--- src/rtl/fwd_hazard_ctrl_if.sv ---
// Interface between the ID/EX stage logic and the forwarding / hazard controller.
// The pipeline side (master) presents the decoded ID instruction and the flush
// request; the controller side (slave) returns operand-mux selects and the
// stall/bubble enables.
interface fwd_hazard_ctrl_if #(
    parameter int REG_ADDR_W = 5
);
    logic                  ID_Valid;
    logic [REG_ADDR_W-1:0] ID_Rs;
    logic [REG_ADDR_W-1:0] ID_Rt;
    logic [REG_ADDR_W-1:0] ID_Rd;
    logic                  ID_RegWrite;
    logic                  ID_MemRead;
    logic                  Flush;
    logic [1:0]            FwdA_SEL;
    logic [1:0]            FwdB_SEL;
    logic                  Stall;
    logic                  Bubble;

    modport master (
        output ID_Valid, ID_Rs, ID_Rt, ID_Rd, ID_RegWrite, ID_MemRead, Flush,
        input  FwdA_SEL, FwdB_SEL, Stall, Bubble
    );

    modport slave (
        input  ID_Valid, ID_Rs, ID_Rt, ID_Rd, ID_RegWrite, ID_MemRead, Flush,
        output FwdA_SEL, FwdB_SEL, Stall, Bubble
    );
endinterface

--- src/rtl/fwd_hazard_ctrl.sv ---
// Forwarding-select generator and RAW / load-use hazard controller for the EX stage.
// Tracks a shadow copy of the destination fields of the EX, MEM and WB stages,
// registers the operand-mux selects for the instruction entering EX, and drives
// the stall (PC, IF/ID hold) and bubble (ID/EX zero) enables.
//
// Build option: define FORWARDING_EN to enable operand forwarding. Without it
// the selects stay at the register file and every RAW on EX or MEM stalls
// (2 cycles for an EX producer, 1 cycle for a MEM producer).
module fwd_hazard_ctrl #(
    parameter int REG_ADDR_W = 5,
    parameter int LOAD_STALL = 1
) (
    input logic             CLK,
    input logic             RESET,
    fwd_hazard_ctrl_if.slave bus
);
    typedef enum logic {
        ST_RUN   = 1'b0,
        ST_STALL = 1'b1
    } state_t;

    // Extra stall cycles owed after the detecting cycle for a load-use hazard.
    localparam logic [1:0] LOAD_CNT = 2'(LOAD_STALL - 1);

    state_t                state_reg;
    logic [1:0]            cnt_reg;

    logic [REG_ADDR_W-1:0] ex_rd_reg;
    logic                  ex_we_reg;
    logic                  ex_mr_reg;
    logic [REG_ADDR_W-1:0] mem_rd_reg;
    logic                  mem_we_reg;
    logic [REG_ADDR_W-1:0] wb_rd_reg;
    logic                  wb_we_reg;

    logic [1:0]            fwd_a_reg;
    logic [1:0]            fwd_b_reg;

    logic [REG_ADDR_W-1:0] src [2];
    logic [1:0]            ex_hit;
    logic [1:0]            mem_hit;
    logic [1:0]            sel_next [2];

    logic                  hazard;
    logic [1:0]            hazard_cnt;
    logic                  run_hazard;
    logic                  stall_now;
    logic                  advance;

    // WB shadow is kept for visibility only: the register file writes before it
    // reads, so a WB producer never needs a stall or a forward.
    logic                  unused_state;
    assign unused_state = ^{wb_rd_reg, wb_we_reg, ex_mr_reg, LOAD_CNT};

    assign src[0] = bus.ID_Rs;
    assign src[1] = bus.ID_Rt;

    // Per-source comparison against the EX and MEM producers.
    // The shadow write-enables already exclude register 0.
    generate
        for (genvar gi = 0; gi < 2; gi++) begin : g_src
            assign ex_hit[gi]  = ex_we_reg  & (ex_rd_reg  == src[gi]);
            assign mem_hit[gi] = mem_we_reg & (mem_rd_reg == src[gi]);
`ifdef FORWARDING_EN
            // EX producer moves to MEM (ALU result path) unless it is a load;
            // a MEM producer moves to WB (writeback data path).
            assign sel_next[gi] = (ex_hit[gi] & ~ex_mr_reg) ? 2'd2 :
                                  mem_hit[gi]               ? 2'd1 : 2'd0;
`else
            assign sel_next[gi] = 2'd0;
`endif
        end
    endgenerate

`ifdef FORWARDING_EN
    // Only a load sitting in EX cannot be forwarded in time.
    assign hazard     = (|ex_hit) & ex_mr_reg;
    assign hazard_cnt = LOAD_CNT;
`else
    // Any RAW on EX or MEM must wait for the producer to reach WB.
    assign hazard     = (|ex_hit) | (|mem_hit);
    assign hazard_cnt = (|ex_hit) ? 2'd1 : 2'd0;
`endif

    // Stall/bubble are combinational; Flush always wins over a stall.
    assign run_hazard = (state_reg == ST_RUN) & bus.ID_Valid & hazard;
    assign stall_now  = ~bus.Flush & ((state_reg == ST_STALL) | run_hazard);
    assign advance    = bus.ID_Valid & ~stall_now & ~bus.Flush;

    assign bus.Stall    = stall_now;
    assign bus.Bubble   = stall_now | bus.Flush;
    assign bus.FwdA_SEL = fwd_a_reg;
    assign bus.FwdB_SEL = fwd_b_reg;

    // Shadow pipeline: shifts every cycle; EX takes the ID fields only on advance.
    always_ff @(posedge CLK) begin
        if (RESET) begin
            ex_rd_reg  <= '0;
            ex_we_reg  <= 1'b0;
            ex_mr_reg  <= 1'b0;
            mem_rd_reg <= '0;
            mem_we_reg <= 1'b0;
            wb_rd_reg  <= '0;
            wb_we_reg  <= 1'b0;
        end else begin
            wb_rd_reg  <= mem_rd_reg;
            wb_we_reg  <= mem_we_reg;
            mem_rd_reg <= ex_rd_reg;
            mem_we_reg <= ex_we_reg;
            if (advance) begin
                ex_rd_reg <= bus.ID_Rd;
                ex_we_reg <= bus.ID_RegWrite & (bus.ID_Rd != '0);
                ex_mr_reg <= bus.ID_MemRead;
            end else begin
                ex_rd_reg <= '0;
                ex_we_reg <= 1'b0;
                ex_mr_reg <= 1'b0;
            end
        end
    end

    // Stall sequencer: RUN detects a hazard, STALL counts out the remaining cycles.
    always_ff @(posedge CLK) begin
        if (RESET) begin
            state_reg <= ST_RUN;
            cnt_reg   <= 2'd0;
        end else if (bus.Flush) begin
            state_reg <= ST_RUN;
            cnt_reg   <= 2'd0;
        end else if (state_reg == ST_STALL) begin
            if (cnt_reg <= 2'd1) begin
                cnt_reg   <= 2'd0;
                state_reg <= ST_RUN;
            end else begin
                cnt_reg <= cnt_reg - 2'd1;
            end
        end else if (run_hazard) begin
            cnt_reg   <= hazard_cnt;
            state_reg <= (hazard_cnt != 2'd0) ? ST_STALL : ST_RUN;
        end
    end

    // Registered forward selects, valid while the consumer sits in EX.
    always_ff @(posedge CLK) begin
        if (RESET) begin
            fwd_a_reg <= 2'd0;
            fwd_b_reg <= 2'd0;
        end else if (advance) begin
            fwd_a_reg <= sel_next[0];
            fwd_b_reg <= sel_next[1];
        end else begin
            fwd_a_reg <= 2'd0;
            fwd_b_reg <= 2'd0;
        end
    end
endmodule

--- src/flat_wrapper.sv ---
// flat-port wrapper written by rule: the top's interface ports become plain ports
module fwd_hazard_ctrl_flat 
#(
    parameter int REG_ADDR_W = 5,
    parameter int LOAD_STALL = 1
)
  (CLK, RESET, bus_ID_Valid, bus_ID_Rs, bus_ID_Rt, bus_ID_Rd, bus_ID_RegWrite, bus_ID_MemRead, bus_Flush, bus_FwdA_SEL, bus_FwdB_SEL, bus_Stall, bus_Bubble);
  fwd_hazard_ctrl_if #(.REG_ADDR_W(REG_ADDR_W)) bus_i ();
  input logic CLK;
  input logic RESET;
  input wire logic [$bits(bus_i.ID_Valid)-1:0] bus_ID_Valid;
  input wire logic [$bits(bus_i.ID_Rs)-1:0] bus_ID_Rs;
  input wire logic [$bits(bus_i.ID_Rt)-1:0] bus_ID_Rt;
  input wire logic [$bits(bus_i.ID_Rd)-1:0] bus_ID_Rd;
  input wire logic [$bits(bus_i.ID_RegWrite)-1:0] bus_ID_RegWrite;
  input wire logic [$bits(bus_i.ID_MemRead)-1:0] bus_ID_MemRead;
  input wire logic [$bits(bus_i.Flush)-1:0] bus_Flush;
  output wire logic [$bits(bus_i.FwdA_SEL)-1:0] bus_FwdA_SEL;
  output wire logic [$bits(bus_i.FwdB_SEL)-1:0] bus_FwdB_SEL;
  output wire logic [$bits(bus_i.Stall)-1:0] bus_Stall;
  output wire logic [$bits(bus_i.Bubble)-1:0] bus_Bubble;
  assign bus_i.ID_Valid = bus_ID_Valid;
  assign bus_i.ID_Rs = bus_ID_Rs;
  assign bus_i.ID_Rt = bus_ID_Rt;
  assign bus_i.ID_Rd = bus_ID_Rd;
  assign bus_i.ID_RegWrite = bus_ID_RegWrite;
  assign bus_i.ID_MemRead = bus_ID_MemRead;
  assign bus_i.Flush = bus_Flush;
  assign bus_FwdA_SEL = bus_i.FwdA_SEL;
  assign bus_FwdB_SEL = bus_i.FwdB_SEL;
  assign bus_Stall = bus_i.Stall;
  assign bus_Bubble = bus_i.Bubble;
  fwd_hazard_ctrl #(.REG_ADDR_W(REG_ADDR_W), .LOAD_STALL(LOAD_STALL)) u_core (.CLK(CLK), .RESET(RESET), .bus(bus_i));
endmodule
--- config.mk ---
export PLATFORM = sky130hd
export DESIGN_NAME = fwd_hazard_ctrl_flat
export DESIGN_NICKNAME = d
export VERILOG_FILES = /design/src/rtl/fwd_hazard_ctrl_if.sv /design/src/rtl/fwd_hazard_ctrl.sv /design/src/flat_wrapper.sv
export SDC_FILE = /design/constraint.sdc
export NUM_CORES = 1
export LEC_CHECK = 0
export CORE_ASPECT_RATIO = 0.75
export CORE_MARGIN = 1
export CORE_UTILIZATION = 25
export CTS_CLUSTER_SIZE = 10
export DETAILED_ROUTE_END_ITERATION = 8
export GPL_TIMING_DRIVEN = 0
export PLACE_DENSITY = 0.46
export SETUP_SLACK_MARGIN = 0.02
export SLEW_MARGIN = 40
export SYNTH_ARGS = -nofsm -noshare
export SYNTH_HDL_FRONTEND = slang
export SYNTH_SLANG_ARGS = --single-unit
export TNS_END_PERCENT = 30
--- constraint.sdc ---
create_clock -name CLK -period 2.06 [get_ports CLK]
set_input_delay 0.206 -clock CLK [delete_from_list [all_inputs] [get_ports CLK]]
set_output_delay 0.206 -clock CLK [all_outputs]
set_load 0.05 [all_outputs]
After elaboration in Yosys (flattened, before gate mapping). Index checks and enable logic that the tools add are counted.

Register bits: 15.

Multiplexer cells: 8. Bitwise operators: 17. Magnitude comparators: 1. Reductions and logical operators: 7. $add $sub $neg: 1. Equality and inequality tests: 4.

Operators by type and width (count): $eq 5x5->1 (4); $and 1x1->1 (10); $reduce_or 2->1 (4); $mux 2 (3); $mux 1 (5); $reduce_bool 5->1 (1); $not 1->1 (4); $reduce_bool 2->1 (2); $or 1x1->1 (3); $le 2x1->1 const B (1); $sub 2x1->2 const B (1).

Depth between registers and ports, before layout. Gate-level depths: netlist of run 1.

Depth after elaboration: 12. Depth in mapped cells: 5. Gate-level depth less buffers: 5.

Worst setup path before layout of run 1. OpenSTA, ideal clock, no wires.

Path kind: register -> output. Start point: reg u_core.ex_rd_reg[0]. End point: out bus_Stall. Required time: 1854 ps. Slack: 395 ps. Data arrival time: 1459 ps. Cell stages (with the launch flop): 6. Buffers on the path: 0. Cell sequence: dfxtp_1 xnor2_1 nand4_1 or3_4 nand4b_4 and2b_1.

Cells in the longest elaborated chain, start to end: 7. Elaborated cells on any way between the ends: 9.

RTL lines: start: declaration (RTL line fwd_hazard_ctrl.sv:28) `logic [REG_ADDR_W-1:0] ex_rd_reg;`; start signal: assignment (RTL line fwd_hazard_ctrl.sv:111) `ex_rd_reg <= bus.ID_Rd;`; $eq 5x5->1 (RTL line fwd_hazard_ctrl.sv:62) `assign ex_hit[gi] = ex_we_reg & (ex_rd_reg == src[gi]);`; $and 1x1->1 (RTL line fwd_hazard_ctrl.sv:62); $reduce_or 2->1 (*) (RTL line fwd_hazard_ctrl.sv:81) `assign hazard = (|ex_hit) | (|mem_hit);`; $or 1x1->1 (*) (RTL line fwd_hazard_ctrl.sv:81); $and 1x1->1 (*) (RTL line fwd_hazard_ctrl.sv:86) `assign run_hazard = (state_reg == ST_RUN) & bus.ID_Valid & hazard;`; $or 1x1->1 (*) (RTL line fwd_hazard_ctrl.sv:87) `assign stall_now = ~bus.Flush & ((state_reg == ST_STALL) | run_hazard);`; $and 1x1->1 (*) (RTL line fwd_hazard_ctrl.sv:87); end: declaration (RTL line flat_wrapper.sv:20) `output wire logic [$bits(bus_i.Stall)-1:0] bus_Stall;`.

Every way passes the cells marked *; elsewhere a longest branch is shown, timed or not.

Worst setup path after layout of run 1.
Start point: in bus_ID_Rs[4]. End point: out bus_Bubble.

Cells in the longest elaborated chain, start to end: 8. Elaborated cells on any way between the ends: 11.

RTL lines: start: declaration (RTL line flat_wrapper.sv:12) `input wire logic [$bits(bus_i.ID_Rs)-1:0] bus_ID_Rs;`; $eq 5x5->1, on equally long branches (RTL line fwd_hazard_ctrl.sv:62, fwd_hazard_ctrl.sv:63); $and 1x1->1, on equally long branches (RTL line fwd_hazard_ctrl.sv:62, fwd_hazard_ctrl.sv:63); $reduce_or 2->1 (RTL line fwd_hazard_ctrl.sv:81); $or 1x1->1 (*) (RTL line fwd_hazard_ctrl.sv:81); $and 1x1->1 (*) (RTL line fwd_hazard_ctrl.sv:86); $or 1x1->1 (*) (RTL line fwd_hazard_ctrl.sv:87); $and 1x1->1 (*) (RTL line fwd_hazard_ctrl.sv:87); $or 1x1->1 (*) (RTL line fwd_hazard_ctrl.sv:91) `assign bus.Bubble = stall_now | bus.Flush;`; end: declaration (RTL line flat_wrapper.sv:21) `output wire logic [$bits(bus_i.Bubble)-1:0] bus_Bubble;`.

Marked as above.

==> reports/results.ini, run 1 <==
[floorplanning]
die_h_um=50.2
placeableCoreArea_mm2=0.00294
die-area_mm2=0.00332
pin_count=27
rows=17
die_w_um=66.2
initial_utilization=0.263

[pwr]
switching_power_w=0.000162
internal_power_w=0.000488
p_leak_nw=0.505
power_density_mw_per_mm2=568
ir_worst_vdd_uv=307
seqPwrFrac=0.462
netSwitchingFraction=0.249
p_comb_frac=0.175
clkPwrFrac=0.363

[sta]
setup_slack_ns=0.0999
timing.hold.ws_ns=0.437
fmax_mhz=510
rsz0062_at_grt=true
finalSetupTns_ns=0
skew_ns=0.00166
final-setup-viol-count=0
finalHoldViolCount=0
finalMaxSlewViolations=0
period_share=0.952
layout_min_cycle_time_ns=1.96

[cells_and_area]
antenna-diode-count=0
nets=137
layout_common_cells=dfxtp_1 (15), clkdlybuf4s50_1 (14), xor2_1 (11)
final_common_cell=dfxtp_1
fin_cells=153
final_util=0.390
area_delta_synth_final_pct=47.9
final_layout_size_suffix_gt1_frac=0.174

[clock_network]
clk_pin_slew_worst_paths_ns=0.06
cts-root-buf=clkbuf_8
cts_tree=done
cts_buffers=3
insertion_delay_ns=0.24
cts_hold_repair.buffers=0
cts_buffer_depth=2
h-tree-depth=1
clock-sinks=15

[placed_design]
dp_hpwl_mm=1.31
gp_congestion=0.751
port_buffers=21
place_inst=147
pre_cts_ws_ns=-0.645

[critical_path]
max_stage_delay_ns=0.51
crit_path_end_kind=primary output
worstPathMaxFanout=4
cp_num_buf_inv=2
r2r_slack_ns=0.57
crit_arrival_ns=1.75
cp_top_family=buffers and inverters
timing.critical_path.required_ns=1.85
startpoint_type=input pin
path_class=in2out
cpMaxStageDelayCell=clkdlybuf4s50_1
path_cells=clkdlybuf4s50_1 -> xor2_1 -> nor4_2 -> a22oi_2 -> nand4b_4 -> or2_1 -> buf_6

[routing]
dr.pass1.iters=2
wl_per_cell_um=10.4
num_vias=615
drc_errors=0
initialDrtViolationCount=5
via_per_inst=4.02
antenna_left=0
drt-total-wl_mm=1.60

[grt]
grt_pass1_vias=653
grt_pass1_wl_mm=2.74
grt_antenna_before_repair=0
grt_max_degree=10
grt-ovfl-total=0
track_usage=0.113

[run]
cap_viol_max_count=0

[synthesis]
netlist_area_um2=773
netlist_instances=85
ys_seq_elements=15
yosysSeqAreaShare=0.388
syn_area_per_cell_um2=9.10
ys_warn_count=0
synth.distinct_cells=23

[outcome]
status=complete, no violations

[min_path]
min_path_type=reg2reg

-- per-layer routing --
layer	vias to the layer above	wire length, um	track usage
met3	2	77	0.0341
met4	0	14	0.0426
li1	328	-	-
met1	267	767	0.140
met5	-	0	0
met2	18	738	0.182
-- final cells by class --
class / instances / area, um2
fillers: 310 / 1790
well taps: 38 / 47.5
multi-input cells: 63 / 457
clock inverters: 1 / 5.00
plain buffers: 4 / 30.0
repair buffers: 23 / 240
flip-flops and latches: 15 / 300
clock buffers: 3 / 41.3
inverters: 6 / 22.5
-- final timing paths --
check	start	to	depth (start not counted)
setup / recovery	bus_ID_Rs[4]	bus_Bubble	7
hold / removal	u_core.cnt_reg[1]$_SDFFE_PP0P_	u_core.cnt_reg[1]$_SDFFE_PP0P_	2
hold reg to reg	u_core.cnt_reg[1]$_SDFFE_PP0P_	u_core.cnt_reg[1]$_SDFFE_PP0P_	2
setup reg to reg	u_core.mem_rd_reg[4]$_SDFF_PP0_	u_core.cnt_reg[0]$_SDFFE_PP0P_	6
-- per-stage QoR --
step | cell area (um2) | total power, W
6_report | 1140 | 0.000649
4_1_cts | 1090 | 0.000656
3_5_place_dp | 1040 | 0.000417
5_1_grt | 1140 | 0.000683
3_3_place_gp | 1040 | 0.000417
2_1_floorplan | 785 | 0.000363
-- power groups by stage --
stage,Clock [W],Combinational (W),Sequential [W]
floorplan,0,0.0000582,0.000305
global placement,0,0.000111,0.000306
detailed placement,0,0.000111,0.000307
CTS,0.000244,0.000112,0.000300
global route,0.000259,0.000123,0.000301
finish,0.000236,0.000114,0.000300
-- worst register-to-register path: stages, from the launching register on --
cell	delay, ns
dfxtp_1	0.34
xor2_2	0.19
nor4_2	0.32
a22oi_2	0.15
buf_4	0.15
a31oi_1	0.15
a21boi_1	0.08
-- logic make-up (layout without fill, tap and decap cells) --
kind of cell              count (synthesis)  after routing  synth area share
xor gates and xnor gates                 20             20             0.227
buffers and inverters                    10             37            0.0680
and+or+nand+nor                          33             33             0.256
other                                     1              4           0.00485
AOI/OAI and AO/OA                         6              6            0.0566
DFF                                      15             15             0.388
-- cell usage after synthesis, drive strengths merged --
| master | number | share of area |
|---|---|---|
| a21boi | 2 | 0.019 |
| a21oi | 1 | 0.0065 |
| a22oi | 1 | 0.016 |
| a31oi | 1 | 0.0081 |
| and2b | 1 | 0.0097 |
| buf | 4 | 0.039 |
| conb | 1 | 0.0048 |
| dfxtp | 15 | 0.39 |
| inv | 6 | 0.029 |
| nand2 | 5 | 0.024 |
| nand3 | 1 | 0.0065 |
| nand4 | 3 | 0.024 |
| nand4b | 1 | 0.031 |
| nor2 | 4 | 0.019 |
| nor2b | 7 | 0.057 |
| nor3 | 7 | 0.045 |
| nor4 | 2 | 0.016 |
| o21ai | 1 | 0.0065 |
| or2 | 1 | 0.0081 |
| or3 | 1 | 0.015 |
| xnor2 | 8 | 0.091 |
| xor2 | 12 | 0.14 |
-- repair_timing --
action | 4_1_cts | 5_1_grt
pin swaps | 1 | 6
hold endpoints to repair | 0 | 0
buffers inserted | 1 | 1
setup endpoints to repair | 2 | 2
gates resized for setup | 12 | 12
Power figures use the tool's default switching activity.
==> run 2, diff against run 1 <==
--- a/config.mk
+++ b/config.mk
@@ -11,6 +11,7 @@
 export CTS_CLUSTER_SIZE = 10
 export DETAILED_ROUTE_END_ITERATION = 8
 export GPL_TIMING_DRIVEN = 0
+export MAX_ROUTING_LAYER = met4
 export PLACE_DENSITY = 0.46
 export SETUP_SLACK_MARGIN = 0.02
 export SLEW_MARGIN = 40
==> run 2 against run 1 <==
  * Fmax is essentially flat
  * Worst hold slack lost 0.0011 ns
  * Count of clock-buffer cells in the layout is the same
  * Combinational power is essentially flat
  * Die area is the same
  * Setup slack gained 0.0014 ns
  * Clock skew is essentially flat
  * Critical path depth is the same
==> reports/results.ini, run 2 (synthesis results as in run 1) <==
[outcome]
status=complete, no violations

[clock_network]
cts_buffer_depth=2  ; unchanged
cts_buffers=3  ; unchanged
cts-root-buf=clkbuf_8
h-tree-depth=1  ; unchanged
clk_pin_slew_worst_paths_ns=0.06  ; about the same
clock-sinks=15  ; unchanged
insertion_delay_ns=0.24  ; about the same
cts_tree=done

[critical_path]
cp_top_family=buffers and inverters
path_class=in2out
cpMaxStageDelayCell=clkdlybuf4s50_1
startpoint_type=input pin
reg2reg_from=u_core.mem_rd_reg[4]$_SDFF_PP0_
timing.critical_path.required_ns=1.85  ; about the same
crit_path_end_kind=primary output
path_cells=clkdlybuf4s50_1 -> xor2_1 -> nor4_2 -> a22oi_2 -> nand4b_4 -> or2_1 -> buf_6
max_stage_delay_ns=0.51  ; about the same
r2r_slack_ns=0.58  ; about the same
worstPathMaxFanout=4  ; unchanged
crit_arrival_ns=1.75  ; about the same
cp_num_buf_inv=2  ; unchanged
crit_start=bus_ID_Rs[4]

[cells_and_area]
area_delta_synth_final_pct=47.9  ; unchanged
nets=137  ; unchanged
final_common_cell=dfxtp_1
n_fill_cell=310  ; unchanged
final_cell_area_mm2=0.00114  ; unchanged
antenna-diode-count=0  ; unchanged
final_layout_size_suffix_gt1_frac=0.174  ; unchanged
layout_common_cells=dfxtp_1 (15), clkdlybuf4s50_1 (14), xor2_1 (11)

[floorplanning]
die_h_um=50.2  ; unchanged
placeableCoreArea_mm2=0.00294  ; unchanged
rows=17  ; unchanged
pin_count=27  ; unchanged
initial_utilization=0.263  ; unchanged
die_w_um=66.2  ; unchanged
die-area_mm2=0.00332  ; unchanged

[sta]
final-setup-viol-count=0  ; unchanged
finalHoldViolCount=0  ; unchanged
finalMaxSlewViolations=0  ; unchanged
period_share=0.951  ; about the same
rsz0062_at_grt=true
layout_min_cycle_time_ns=1.96  ; -0.00135 ns
skew_ns=0.00144  ; -0.000223 ns
fmax_mhz=511  ; about the same
setup_slack_ns=0.101  ; +0.00135 ns
finalSetupTns_ns=0  ; unchanged

[run]
cap_viol_max_count=0  ; unchanged

[routing]
drt-total-wl_mm=1.59  ; -0.31%
initialDrtViolationCount=5  ; unchanged
dr.pass1.iters=3  ; +1
num_vias=617  ; +0.33%
wl_per_cell_um=10.4  ; -0.31%
antenna_left=0  ; unchanged
drc_errors=0  ; unchanged
via_per_inst=4.03  ; +0.33%

[pwr]
p_comb_frac=0.175  ; about the same
internal_power_w=0.000488  ; about the same
ir_worst_vdd_uv=307  ; about the same
power_density_mw_per_mm2=568  ; about the same
switching_power_w=0.000161  ; -0.23%
clkPwrFrac=0.362  ; about the same
p_total_w=0.000649  ; about the same
seqPwrFrac=0.462  ; about the same
p_leak_nw=0.505  ; unchanged
netSwitchingFraction=0.249  ; -0.000429

[placed_design]
placed_cell_area_mm2=0.00104  ; unchanged
dp_hpwl_mm=1.31  ; unchanged
port_buffers=21  ; unchanged
gp_congestion=0.761  ; +1.3%
pre_cts_ws_ns=-0.645  ; unchanged

[grt]
grt_pass1_vias=653  ; unchanged
grt_pass1_wl_mm=2.74  ; unchanged
track_usage=0.116  ; +0.00310
grt_max_degree=10  ; unchanged
grt_antenna_before_repair=0  ; unchanged
grt-ovfl-total=0  ; unchanged

[min_path]
min_path_type=reg2reg
min_from=u_core.cnt_reg[1]$_SDFFE_PP0P_

run 2: worst reg2reg max path, cell delays in order, from the launching register on:
cell and delay, ns:
dfxtp_1 0.34, xor2_2 0.19, nor4_2 0.32, a22oi_2 0.15
buf_4 0.15, a31oi_1 0.15, a21boi_1 0.08
run 2: worst paths after layout:
path	cells after the start	to
worst max-delay path	7	bus_Bubble
worst min-delay path	2	u_core.cnt_reg[1]$_SDFFE_PP0P_
worst max register to register	6	u_core.cnt_reg[0]$_SDFFE_PP0P_
worst min register to register	2	u_core.cnt_reg[1]$_SDFFE_PP0P_
run 2: per-stage QoR:
| step | utilization | instances | hold slack, ns |
|---|---|---|---|
| after floorplan | - | 88 | 0.278 |
| after global placement | 0.355 | 147 | 0.426 |
| after detailed placement | 0.355 | 147 | 0.432 |
| after CTS | 0.373 | 152 | 0.441 |
| after global routing | 0.390 | 153 | 0.461 |
| final | 0.390 | 153 | 0.436 |
run 2: power by group through the flow:
stage          Clock, W  Sequential, W  Combinational (W)
2_1_floorplan         0       0.000305          0.0000582
3_3_place_gp          0       0.000306           0.000111
3_5_place_dp          0       0.000307           0.000111
4_1_cts        0.000244       0.000300           0.000112
5_1_grt        0.000259       0.000301           0.000123
6_report       0.000235       0.000300           0.000114
run 2: cell type report:
type	count	area, um2	share of cell area
Buffer	4	30.0	0.0263
Clock buffer	3	41.3	0.0361
Clock inverter	1	5.00	0.00438
Inverter	6	22.5	0.0197
Multi-Input combinational cell	63	457	0.399
Sequential cell	15	300	0.263
Tap cell	38	47.5	0.0416
Timing Repair Buffer	23	240	0.210
run 2: timing repair:
action,CTS,global route
setup endpoints to repair,2,2
buffers inserted,1,1
hold buffers,0,0
gates resized for setup,12,12
pin swaps,1,6
run 2: metal layers:
layer | routed length (um) | GRT usage | up-vias
met1 | 762 | 0.140 | 269
met5 | 0 | - | -
met2 | 738 | 0.182 | 18
met3 | 77 | 0.0341 | 2
li1 | - | - | 328
met4 | 14 | 0.0426 | 0
